**config.mk**
```make
export PLATFORM = sky130hd
export DESIGN_NAME = serial_sum_collector_flat
export DESIGN_NICKNAME = d
export VERILOG_FILES = /design/src/rtl/serial_sum_collector_if.sv /design/src/rtl/serial_sum_collector.sv /design/src/flat_wrapper.sv
export SDC_FILE = /design/constraint.sdc
export NUM_CORES = 1
export LEC_CHECK = 0
export CORE_MARGIN = 1
export CORE_UTILIZATION = 40
export CTS_BUF_LIST = sky130_fd_sc_hd__clkbuf_8
export DETAILED_ROUTE_END_ITERATION = 7
export PLACE_DENSITY = 0.61
export SKIP_CTS_REPAIR_TIMING = 1
export SYNTH_ARGS = -nofsm -noshare
export SYNTH_HDL_FRONTEND = slang
export SYNTH_SLANG_ARGS = --single-unit
```
**constraint.sdc**
```tcl
create_clock -name clk_i -period 2.71 [get_ports clk_i]
set_input_delay 0.6775 -clock clk_i [delete_from_list [all_inputs] [get_ports clk_i]]
set_output_delay 0.6775 -clock clk_i [all_outputs]
set_load 0.01 [all_outputs]
```
**src/rtl/serial_sum_collector_if.sv**
```systemverilog
// serial_sum_collector_if: serial bit input, word valid/ready output and status of the sum collector
interface serial_sum_collector_if #(
    parameter int N = 32
);
    logic         start;
    logic         bit_in;
    logic         word_ready;
    logic         clr_ovr;
    logic [N-1:0] word_out;
    logic         word_valid;
    logic         busy;
    logic         overrun;
    modport master (
        output start, bit_in, word_ready, clr_ovr,
        input  word_out, word_valid, busy, overrun
    );
    modport slave (
        input  start, bit_in, word_ready, clr_ovr,
        output word_out, word_valid, busy, overrun
    );
endinterface

```
**src/rtl/serial_sum_collector.sv**
```systemverilog
// serial_sum_collector: gathers N LSB-first serial sum bits into a word held in a valid/ready register,
// flagging (sticky) any unconsumed word that gets overwritten.
module serial_sum_collector #(
    parameter int N = 32
) (
    input logic                 clk_i,
    input logic                 rst_ni,
    serial_sum_collector_if.slave s
);
    localparam int CW = $clog2(N);
    typedef enum logic {IDLE, COLLECT} state_t;
    state_t        state_q, state_d;
    logic [CW-1:0] cnt_q, cnt_d;
    logic [N-1:0]  sr_q, sr_d, word_q, word_d;
    logic          valid_q, valid_d, ovr_q, ovr_d, done;
    always_ff @(posedge clk_i or negedge rst_ni) begin
        if (!rst_ni) begin
            state_q <= IDLE;
            cnt_q   <= '0;
            sr_q    <= '0;
            word_q  <= '0;
            valid_q <= 1'b0;
            ovr_q   <= 1'b0;
        end else begin
            state_q <= state_d;
            cnt_q   <= cnt_d;
            sr_q    <= sr_d;
            word_q  <= word_d;
            valid_q <= valid_d;
            ovr_q   <= ovr_d;
        end
    end
    // start behaves the same in both states: it (re)opens a frame with this bit as bit 0
    always_comb begin
        state_d = state_q;
        cnt_d   = cnt_q;
        sr_d    = sr_q;
        done    = 1'b0;
        if (s.start) begin
            sr_d    = {s.bit_in, sr_q[N-1:1]};
            cnt_d   = CW'(1);
            state_d = COLLECT;
        end else if (state_q == COLLECT) begin
            sr_d    = {s.bit_in, sr_q[N-1:1]};
            done    = (cnt_q == CW'(N - 1));
            cnt_d   = done ? '0 : cnt_q + CW'(1);
            state_d = done ? IDLE : COLLECT;
        end
        word_d  = done ? sr_d : word_q;
        valid_d = done | (valid_q & ~s.word_ready);
        ovr_d   = (done & valid_q & ~s.word_ready) | (ovr_q & ~s.clr_ovr);
    end
    assign s.word_out   = word_q;
    assign s.word_valid = valid_q;
    assign s.busy       = (state_q == COLLECT);
    assign s.overrun    = ovr_q;
endmodule
```
**src/flat_wrapper.sv**
```systemverilog
// flat-port wrapper written by rule: the top's interface ports become plain ports
module serial_sum_collector_flat 
#(
    parameter int N = 32
)
  (clk_i, rst_ni, s_start, s_bit_in, s_word_ready, s_clr_ovr, s_word_out, s_word_valid, s_busy, s_overrun);
  serial_sum_collector_if #(.N(N)) s_i ();
  input logic clk_i;
  input logic rst_ni;
  input wire logic [$bits(s_i.start)-1:0] s_start;
  input wire logic [$bits(s_i.bit_in)-1:0] s_bit_in;
  input wire logic [$bits(s_i.word_ready)-1:0] s_word_ready;
  input wire logic [$bits(s_i.clr_ovr)-1:0] s_clr_ovr;
  output wire logic [$bits(s_i.word_out)-1:0] s_word_out;
  output wire logic [$bits(s_i.word_valid)-1:0] s_word_valid;
  output wire logic [$bits(s_i.busy)-1:0] s_busy;
  output wire logic [$bits(s_i.overrun)-1:0] s_overrun;
  assign s_i.start = s_start;
  assign s_i.bit_in = s_bit_in;
  assign s_i.word_ready = s_word_ready;
  assign s_i.clr_ovr = s_clr_ovr;
  assign s_word_out = s_i.word_out;
  assign s_word_valid = s_i.word_valid;
  assign s_busy = s_i.busy;
  assign s_overrun = s_i.overrun;
  serial_sum_collector #(.N(N)) u_core (.clk_i(clk_i), .rst_ni(rst_ni), .s(s_i));
endmodule
```
==> results of run 1 <==
==> final cells by class <==
cell class	instances	area [sq um]
clock inverter	3	12.5
fill	554	3130
multi-input combinational	87	892
sequential	71	1780
tap	77	96.3
inverter	2	7.51
timing repair buffer	45	433
clock buffer	11	151
==> state kept, by name, indices dropped and copies added (netlist names) <==
| signal | cells |
|---|---|
| u_core.cnt_q | 5 |
| u_core.s.busy | 1 |
| u_core.s.overrun | 1 |
| u_core.s.word_out | 32 |
| u_core.s.word_valid | 1 |
| u_core.sr_q | 31 |
==> worst register-to-register path, cell delays in order (launching register included) <==
cell,delay [ns]
dfrtp_1,0.43
ha_1,0.21
and3_1,0.17
ha_1,0.31
nand3b_4,0.44
mux2_2,0.47
==> cell usage in the layout (no fill, tap or decap), types with 2 or more instances in the layout <==
master and instances:
nand2_1 2, dfrtp_1 71, clkbuf_8 11, o31ai_1 2, a21oi_1 2, clkdlybuf4s50_1 39, nor2_1 2, inv_1 3
mux2_2 63, buf_4 5, ha_1 2, mux2i_1 3
==> Yosys cell counts <==
library cell / count / area [sq um]
dfrtp_1: 71 / 1780
mux2_2: 63 / 709
buf_6: 7 / 78.8
mux2i_1: 3 / 30.0
a21oi_1: 2 / 10.0
ha_1: 2 / 25.0
nand2_1: 2 / 7.51
nor2_1: 2 / 7.51
o31ai_1: 2 / 15.0
a31oi_1: 1 / 6.26
and3_1: 1 / 6.26
buf_2: 1 / 5.00
inv_1: 1 / 3.75
inv_2: 1 / 3.75
nand2b_1: 1 / 6.26
nand3_1: 1 / 5.00
nand3b_4: 1 / 20.0
nor2_2: 1 / 6.26
nor2b_1: 1 / 6.26
o21ai_0: 1 / 5.00
o21bai_1: 1 / 7.51
o22ai_1: 1 / 6.26
or4_1: 1 / 7.51
==> logic make-up after synthesis <==
group / after synthesis
mux: 66
simple gates: 11
compound gates: 8
buf+inv: 10
fa+ha+maj: 2
flops: 71
==> where the power goes <==
part,switching [mW],internal [mW]
Combinational,0.0350,0.0352
Sequential,0.0235,1.09
Clock,0.350,0.364
==> worst min-delay path by stage <==
stage	endpoint	depth (start not counted)
finish	u_core.sr_q[4]$_DFF_PN0_	1
global route	u_core.sr_q[4]$_DFF_PN0_	1
CTS	u_core.sr_q[4]$_DFF_PN0_	1
detailed placement	u_core.s.word_out[6]$_DFFE_PN0P_	1
global placement	u_core.s.word_out[5]$_DFFE_PN0P_	1
floorplan	u_core.cnt_q[0]$_DFFE_PN0P_	0
==> routing by layer <==
metal | up-vias | track usage [%] | share of wire [%]
li1 | 683 | - | -
met1 | 768 | 18.0 | 46
met2 | 31 | 21.6 | 47
met3 | 7 | 5.35 | 5.2
met4 | 0 | 6.93 | 1.7
met5 | - | 0 | 0
==> per-stage QoR <==
stage               utilization (%)  hold WS, ns  total power [mW]  instance area, sq um  setup slack [ns]
floorplan                         -        0.382              1.16                  2760             0.938
global placement               49.4        0.489              1.20                  3210             0.563
detailed placement             49.4        0.493              1.21                  3210             0.516
CTS                            51.9        0.310              1.92                  3370             0.489
global route                   51.9        0.318              1.99                  3370             0.398
finish                         51.9        0.303              1.90                  3370             0.517
==> results.tsv, run 1 <==
metric	value	unit
status	finished, final reports clean	
drt_iter0_markers	62	
dr.pass1.iters	2	
antenna_found_initial	0	
clock-sinks	71	
wl_per_cell	15.2	microns
grt_pass1_wl	7740	microns
die_y	85.0	microns
syn_inst	168	
final_max_slew_viol_count	0	
fmax	0.456	GHz
dieArea	7220	sq um
finalCritPeriodShare	80.9	%
insertion_delay	0.33	ns
slowest_stage	clkdlybuf4s50_1	
leakage	1.57	nW
r2r_cells	5	
vias_per_cell	5.03	
worstSetupStartpoint	u_core.s.busy$_DFF_PN0_	
reg2reg_to	u_core.s.word_out[5]$_DFFE_PN0P_	
synth_top_family_by_area	multiplexers	
seq_area_frac_synth	64.5	%
coreArea	6490	sq um
ys_seq_elements	71	
ys_types	23	
syn2layout_area_growth	22.3	%
grt_pass1_vias	1571	
grt_max_degree	35	
drc	0	
htreeDepth	3	
cts_tree	yes	
maxCapViolations	0	
hold_path_class	in2async	
syn_nets	176	
synthMuxAreaShare	26.8	%
r2r_slack	0.56	ns
numPortBuffers	40	
finClkSkew	0.00706	ns
maxSlewHeadroom	66.1	%
critPathMaxStageDelay	0.61	ns
start_util	42.4	%
syn_area	2760	sq um
hold_violations	0	
endpoint	s_busy	
path_class	reg2out	
yosys_warnings	0	
end_kind	output pin	
ant_nets	0	
layout_min_cycle_time	2.19	ns
root_buffer	clkbuf_8	
rows	29	
crit_chain	clkdlybuf4s50_1	
clk_pin_slew	0.07	ns
stdcell_count	296	
cp.buffers_inverters	1	
fin_nets	224	
layout-drive-gt1-share	38.4	%
tightestPinTransition	0.509	ns
overflow	0	
synth-xor-area-share	0	%
worstPathRequired	2.03	ns
critical-path-top-delay-family	buffers and inverters	
worstPathArrival	1.52	ns
synthAdderAreaFrac	0.908	%
yosys.area_share.simple	2.63	%
rsz0062_at_grt	false	
cts_buffers	9	
path_depth	1	
cp_max_fo	7	
fin_setup_tns	0	ns
drt-total-wl	4510	microns
avgSynthCellArea	16.4	sq um
critPathLaunchType	flip-flop	
clock_path_buffers	2	
synth_compound_area_share	1.82	%
dp_cells	282	
vdd_drop_max	291	uV
fp.dieW	85.0	microns
vias	1489	
setup_viol	0	
hpwlAfterDp	2840	microns
track_usage	14.3	%
r2r_start	u_core.cnt_q[0]$_DFFE_PN0P_	
pin_count	41	
place_congestion	0.724	
powerDensity	563	nW/um^2
num_antenna_cells	0	
(Power assumes the default switching activity.)
==> run 2: changes to the inputs <==
--- a/config.mk
+++ b/config.mk
@@ -9,7 +9,7 @@
 export CORE_UTILIZATION = 40
 export CTS_BUF_LIST = sky130_fd_sc_hd__clkbuf_8
 export DETAILED_ROUTE_END_ITERATION = 7
-export PLACE_DENSITY = 0.61
+export PLACE_DENSITY = 0.63
 export SKIP_CTS_REPAIR_TIMING = 1
 export SYNTH_ARGS = -nofsm -noshare
 export SYNTH_HDL_FRONTEND = slang
==> constraint.sdc (replaced) <==
create_clock -name clk_i -period 1.8 [get_ports clk_i]
set_input_delay 0.45 -clock clk_i [delete_from_list [all_inputs] [get_ports clk_i]]
set_output_delay 0.45 -clock clk_i [all_outputs]
set_load 0.01 [all_outputs]
==> run 2 against run 1 <==
Final cell count rose by 4.7%. Clock-buffer cell count increased by 1. Sequential power is 50% higher. Via count grew 2.8%. Sequential share of layout area is 4.0 points lower. Clock power increased by 80%. Critical path depth grew 5. First-iteration DRC count grew 6.5%. Non-clock buffer count is 12 higher. Global-route usage grew 0.55 points.
==> results.tsv, run 2 (synthesis gave the netlist of run 1 again) <==
metric	value	unit
worstPathRequired	2.02	ns
num_antenna_cells	0	
crit_chain	ha_2 -> and3_4 -> ha_4 -> nand3b_4 -> clkbuf_16 -> mux2_2	
drc	0	
vias	1531	
dp_cells	287	
numPortBuffers	40	
clk_pin_slew	0.07	ns
critPathLaunchType	flip-flop	
cts_buffers	9	
clock_path_buffers	2	
final_common_cell	dfrtp_1	
pin_count	41	
critical-path-top-delay-family	flip-flops	
end_kind	flip-flop	
clock-sinks	71	
p_comb_share	4.1	%
cp.buffers_inverters	1	
mostFrequentLayoutCells	dfrtp_1, mux2_2, clkdlybuf4s50_1	
drt-total-wl	4980	microns
fin_nets	236	
power_frac_seq	54.1	%
drt_iter0_markers	66	
grt_max_degree	72	
dr.pass1.iters	4	
hold_slack	0.131	ns
p_sw_share	20.8	%
hold_path_class	in2async	
switchingPower	643	uW
grt_pass1_wl	8100	microns
hold_violations	0	
ant_nets	0	
layout_min_cycle_time	1.75	ns
root_buffer	clkbuf_8	
overflow	0	
syn2layout_area_growth	32.2	%
maxCapViolations	0	
fmax	0.571	GHz
hpwlAfterDp	3020	microns
antenna_found_initial	0	
vias_per_cell	4.94	
stdcell_count	310	
cp_max_fo	6	
clock_power_share	41.8	%
die_y	85.0	microns
finalCritPeriodShare	97.3	%
start_util	42.4	%
wl_per_cell	16.1	microns
path_class	reg2reg	
insertion_delay	0.33	ns
worstPathArrival	1.97	ns
maxSlewHeadroom	74.8	%
rows	29	
leakage	1.69	nW
vdd_drop_max	483	uV
layout-drive-gt1-share	43.8	%
cts_tree	yes	
track_usage	14.8	%
grt_pass1_vias	1705	
finish.instance_area	3640	sq um
place_congestion	0.760	
fp.dieW	85.0	microns
dieArea	7220	sq um
largest_reg_flops	32	
status	finished, final reports clean	
tightestPinTransition	0.379	ns
dpl-instance-area	3310	sq um
setup_viol	0	
final_max_slew_viol_count	0	
htreeDepth	3	
p_int	2.45	mW
coreArea	6490	sq um
slowest_stage	dfrtp_1	
powerDensity	849	nW/um^2
finClkSkew	0.00966	ns
critPathMaxStageDelay	0.39	ns
-- run 2: final timing paths --
check | slack (ns) | startpoint | cells past startpoint | endpoint
setup / recovery | 0.05 | u_core.cnt_q[0]$_DFFE_PN0P_ | 6 | u_core.s.word_out[1]$_DFFE_PN0P_
hold / removal | 0.13 | rst_ni | 2 | u_core.s.word_out[23]$_DFFE_PN0P_
setup reg to reg | 0.05 | u_core.cnt_q[0]$_DFFE_PN0P_ | 6 | u_core.s.word_out[1]$_DFFE_PN0P_
hold reg to reg | 0.50 | u_core.s.word_out[22]$_DFFE_PN0P_ | 1 | u_core.s.word_out[22]$_DFFE_PN0P_
max in group asynchronous | 1.36 | rst_ni | 2 | u_core.s.word_out[25]$_DFFE_PN0P_
min in group clk_i | 0.50 | u_core.s.word_out[22]$_DFFE_PN0P_ | 1 | u_core.s.word_out[22]$_DFFE_PN0P_
-- run 2: area by class of cell --
cell class / instances / area, sq um
Inverter: 2 / 7.51
Timing Repair Buffer: 57 / 642
Fill cell: 517 / 2850
Clock inverter: 4 / 43.8
Multi-Input combinational cell: 87 / 912
Tap cell: 77 / 96.3
Clock buffer: 12 / 165
Sequential cell: 71 / 1780
-- run 2: metrics by stage --
step                power, mW  setup TNS [ns]  util [%]  setup slack (ns)
floorplan                1.75               0         -            0.0280
global placement         1.81          -0.624      50.9           -0.0343
detailed placement       1.82           -1.26      50.9           -0.0696
CTS                      3.13          -0.196      54.1           -0.0234
global route             3.24        -0.00159      56.1          -0.00159
finish                   3.09               0      56.1            0.0478
-- run 2: power by group through the flow --
stage          clock network (mW)  logic, mW  registers (mW)
2_1_floorplan                   0     0.0539            1.69
3_3_place_gp                    0      0.112            1.70
3_5_place_dp                    0      0.121            1.70
4_1_cts                      1.33      0.122            1.67
5_1_grt                      1.42      0.143            1.68
6_report                     1.29      0.127            1.67
-- run 2: metal layers --
metal,global-route usage (%),up-vias,wire length [microns]
met4,6.93,0,54
met1,18.0,782,2230
met5,0,-,0
met3,4.96,5,173
li1,-,719,-
met2,23.9,25,2520
-- run 2: worst reg2reg max path, cell delays in order (launching register included) --
cell and delay [ns]:
dfrtp_1 0.39, ha_2 0.21, and3_4 0.19, ha_4 0.17, nand3b_4 0.17, clkbuf_16 0.19
mux2_2 0.33
==> run 3: changes to the inputs <==
--- a/config.mk
+++ b/config.mk
@@ -9,7 +9,7 @@
 export CORE_UTILIZATION = 40
 export CTS_BUF_LIST = sky130_fd_sc_hd__clkbuf_8
 export DETAILED_ROUTE_END_ITERATION = 7
-export PLACE_DENSITY = 0.63
+export PLACE_DENSITY = 0.61
 export SKIP_CTS_REPAIR_TIMING = 1
 export SYNTH_ARGS = -nofsm -noshare
 export SYNTH_HDL_FRONTEND = slang
==> constraint.sdc (replaced) <==
create_clock -name clk_i -period 2.3 [get_ports clk_i]
set_input_delay 0.575 -clock clk_i [delete_from_list [all_inputs] [get_ports clk_i]]
set_output_delay 0.575 -clock clk_i [all_outputs]
set_load 0.01 [all_outputs]
==> run 3 against run 2 <==
Wire length is 8.6% lower. Clock-buffer cell count shrank 1. Hold slack improved by 0.13 ns. Cell area decreased by 6.8%. Combinational power shrank 35%. Via count is 2.5% lower. Critical path type is now reg2out. Critical endpoint is now s_busy. Largest power group unchanged. Highest routed layer unchanged.
==> results.tsv, run 3 (synthesis gave the netlist of run 1 again) <==
metric	value	unit
status	finished, final reports clean	
antenna_found_initial	0	
power_frac_seq	59.1	%
overflow	0	
p_int	1.75	mW
htreeDepth	3	
rsz0062_at_grt	false	
p_comb_share	3.7	%
crit_chain	clkdlybuf4s50_1	
maxSlewHeadroom	74.1	%
track_usage	14.4	%
place_congestion	0.712	
worstPathRequired	1.73	ns
rows	29	
cts_buffers	9	
stdcell_count	296	
hold_violations	0	
finalCritPeriodShare	91.0	%
critical-path-top-delay-family	buffers and inverters	
grt_pass1_wl	7890	microns
dr.pass1.iters	4	
vias	1492	
mostFrequentLayoutCells	dfrtp_1, mux2_2, clkdlybuf4s50_1	
endpoint	s_busy	
syn2layout_area_growth	23.2	%
vias_per_cell	5.04	
r2r_start	u_core.cnt_q[0]$_DFFE_PN0P_	
cp.buffers_inverters	1	
layout_min_cycle_time	2.09	ns
cp_max_fo	7	
layout-drive-gt1-share	38.4	%
p_sw_share	21.0	%
r2r_cells	6	
path_class	reg2out	
drt-total-wl	4550	microns
end_kind	output pin	
grt_pass1_vias	1611	
r2r_slack	0.35	ns
vdd_drop_max	337	uV
critPathMaxStageDelay	0.62	ns
reg2reg_to	u_core.s.word_out[13]$_DFFE_PN0P_	
fin_nets	224	
power	2.22	mW
wl_per_cell	15.4	microns
clk_pin_slew	0.07	ns
start_util	42.4	%
setup_viol	0	
num_antenna_cells	0	
worstPathArrival	1.52	ns
critPathLaunchType	flip-flop	
clock-sinks	71	
grt_max_degree	72	
finClkSkew	0.00436	ns
hpwlAfterDp	2950	microns
ant_nets	0	
dieArea	7220	sq um
insertion_delay	0.33	ns
cts_tree	yes	
maxCapViolations	0	
numPortBuffers	40	
worstSetupStartpoint	u_core.s.busy$_DFF_PN0_	
switchingPower	468	uW
powerDensity	655	nW/um^2
dpl_worst_slack	0.115	ns
die_y	85.0	microns
clock_power_share	37.2	%
final_common_cell	dfrtp_1	
largest_reg_flops	32	
slowest_stage	clkdlybuf4s50_1	
drt_iter0_markers	64	
path_depth	1	
clock_path_buffers	2	
dp_cells	282	
root_buffer	clkbuf_8	
coreArea	6490	sq um
fmax	0.478	GHz
drc	0	
worst_slack	0.206	ns
hold_path_class	in2async	
final_max_slew_viol_count	0	
fp.dieW	85.0	microns
pin_count	41	
fin_util	52.3	%
fin_setup_tns	0	ns
leakage	1.58	nW
tightestPinTransition	0.388	ns
run 3: cell count changes in the layout (fill, tap and decap cells not counted), moves of 2 or more:
cell	previous run	this run
buf_12	5	2
buf_4	8	3
clkbuf_16	3	0
ha_1	0	2
run 3: final cells by class:
| cell class | instances | area (sq um) |
|---|---|---|
| Clock inverter | 3 | 12.5 |
| Inverter | 2 | 7.51 |
| Sequential cell | 71 | 1780 |
| Tap cell | 77 | 96.3 |
| Clock buffer | 11 | 151 |
| Timing Repair Buffer | 45 | 458 |
| Multi-Input combinational cell | 87 | 892 |
| Fill cell | 523 | 3100 |
run 3: power groups by stage:
stage / logic [mW] / clock network (mW) / registers [mW]
6_report: 0.0824 / 0.827 / 1.31
5_1_grt: 0.0939 / 0.933 / 1.32
4_1_cts: 0.0855 / 0.864 / 1.31
3_5_place_dp: 0.0847 / 0 / 1.34
3_3_place_gp: 0.0796 / 0 / 1.33
2_1_floorplan: 0.0422 / 0 / 1.33
run 3: routing by layer:
| layer | share of wire, % | up-vias | GRT usage, % |
|---|---|---|---|
| met2 | 47 | 34 | 22.1 |
| met1 | 46 | 767 | 18.0 |
| met5 | 0 | - | 0 |
| met3 | 4.8 | 7 | 4.86 |
| li1 | - | 684 | - |
| met4 | 1.5 | 0 | 7.86 |
run 3: metrics by stage:
stage / hold WS, ns / instance area [sq um]
after detailed placement: 0.493 / 3230
final: 0.261 / 3390
after CTS: 0.273 / 3390
after global placement: 0.488 / 3230
after global routing: 0.268 / 3390
after floorplan: 0.279 / 2760
run 3: how the worst min path moves through the flow:
stage | start | endpoint | slack [ns] | depth (start not counted)
floorplan | rst_ni | u_core.cnt_q[0]$_DFFE_PN0P_ | 0.28 | 0
finish | rst_ni | u_core.sr_q[4]$_DFF_PN0_ | 0.26 | 2
detailed placement | u_core.s.word_out[14]$_DFFE_PN0P_ | u_core.s.word_out[14]$_DFFE_PN0P_ | 0.49 | 1
global placement | u_core.s.word_out[5]$_DFFE_PN0P_ | u_core.s.word_out[5]$_DFFE_PN0P_ | 0.49 | 1
global route | rst_ni | u_core.s.word_out[4]$_DFFE_PN0P_ | 0.27 | 2
CTS | rst_ni | u_core.s.word_out[4]$_DFFE_PN0P_ | 0.27 | 2
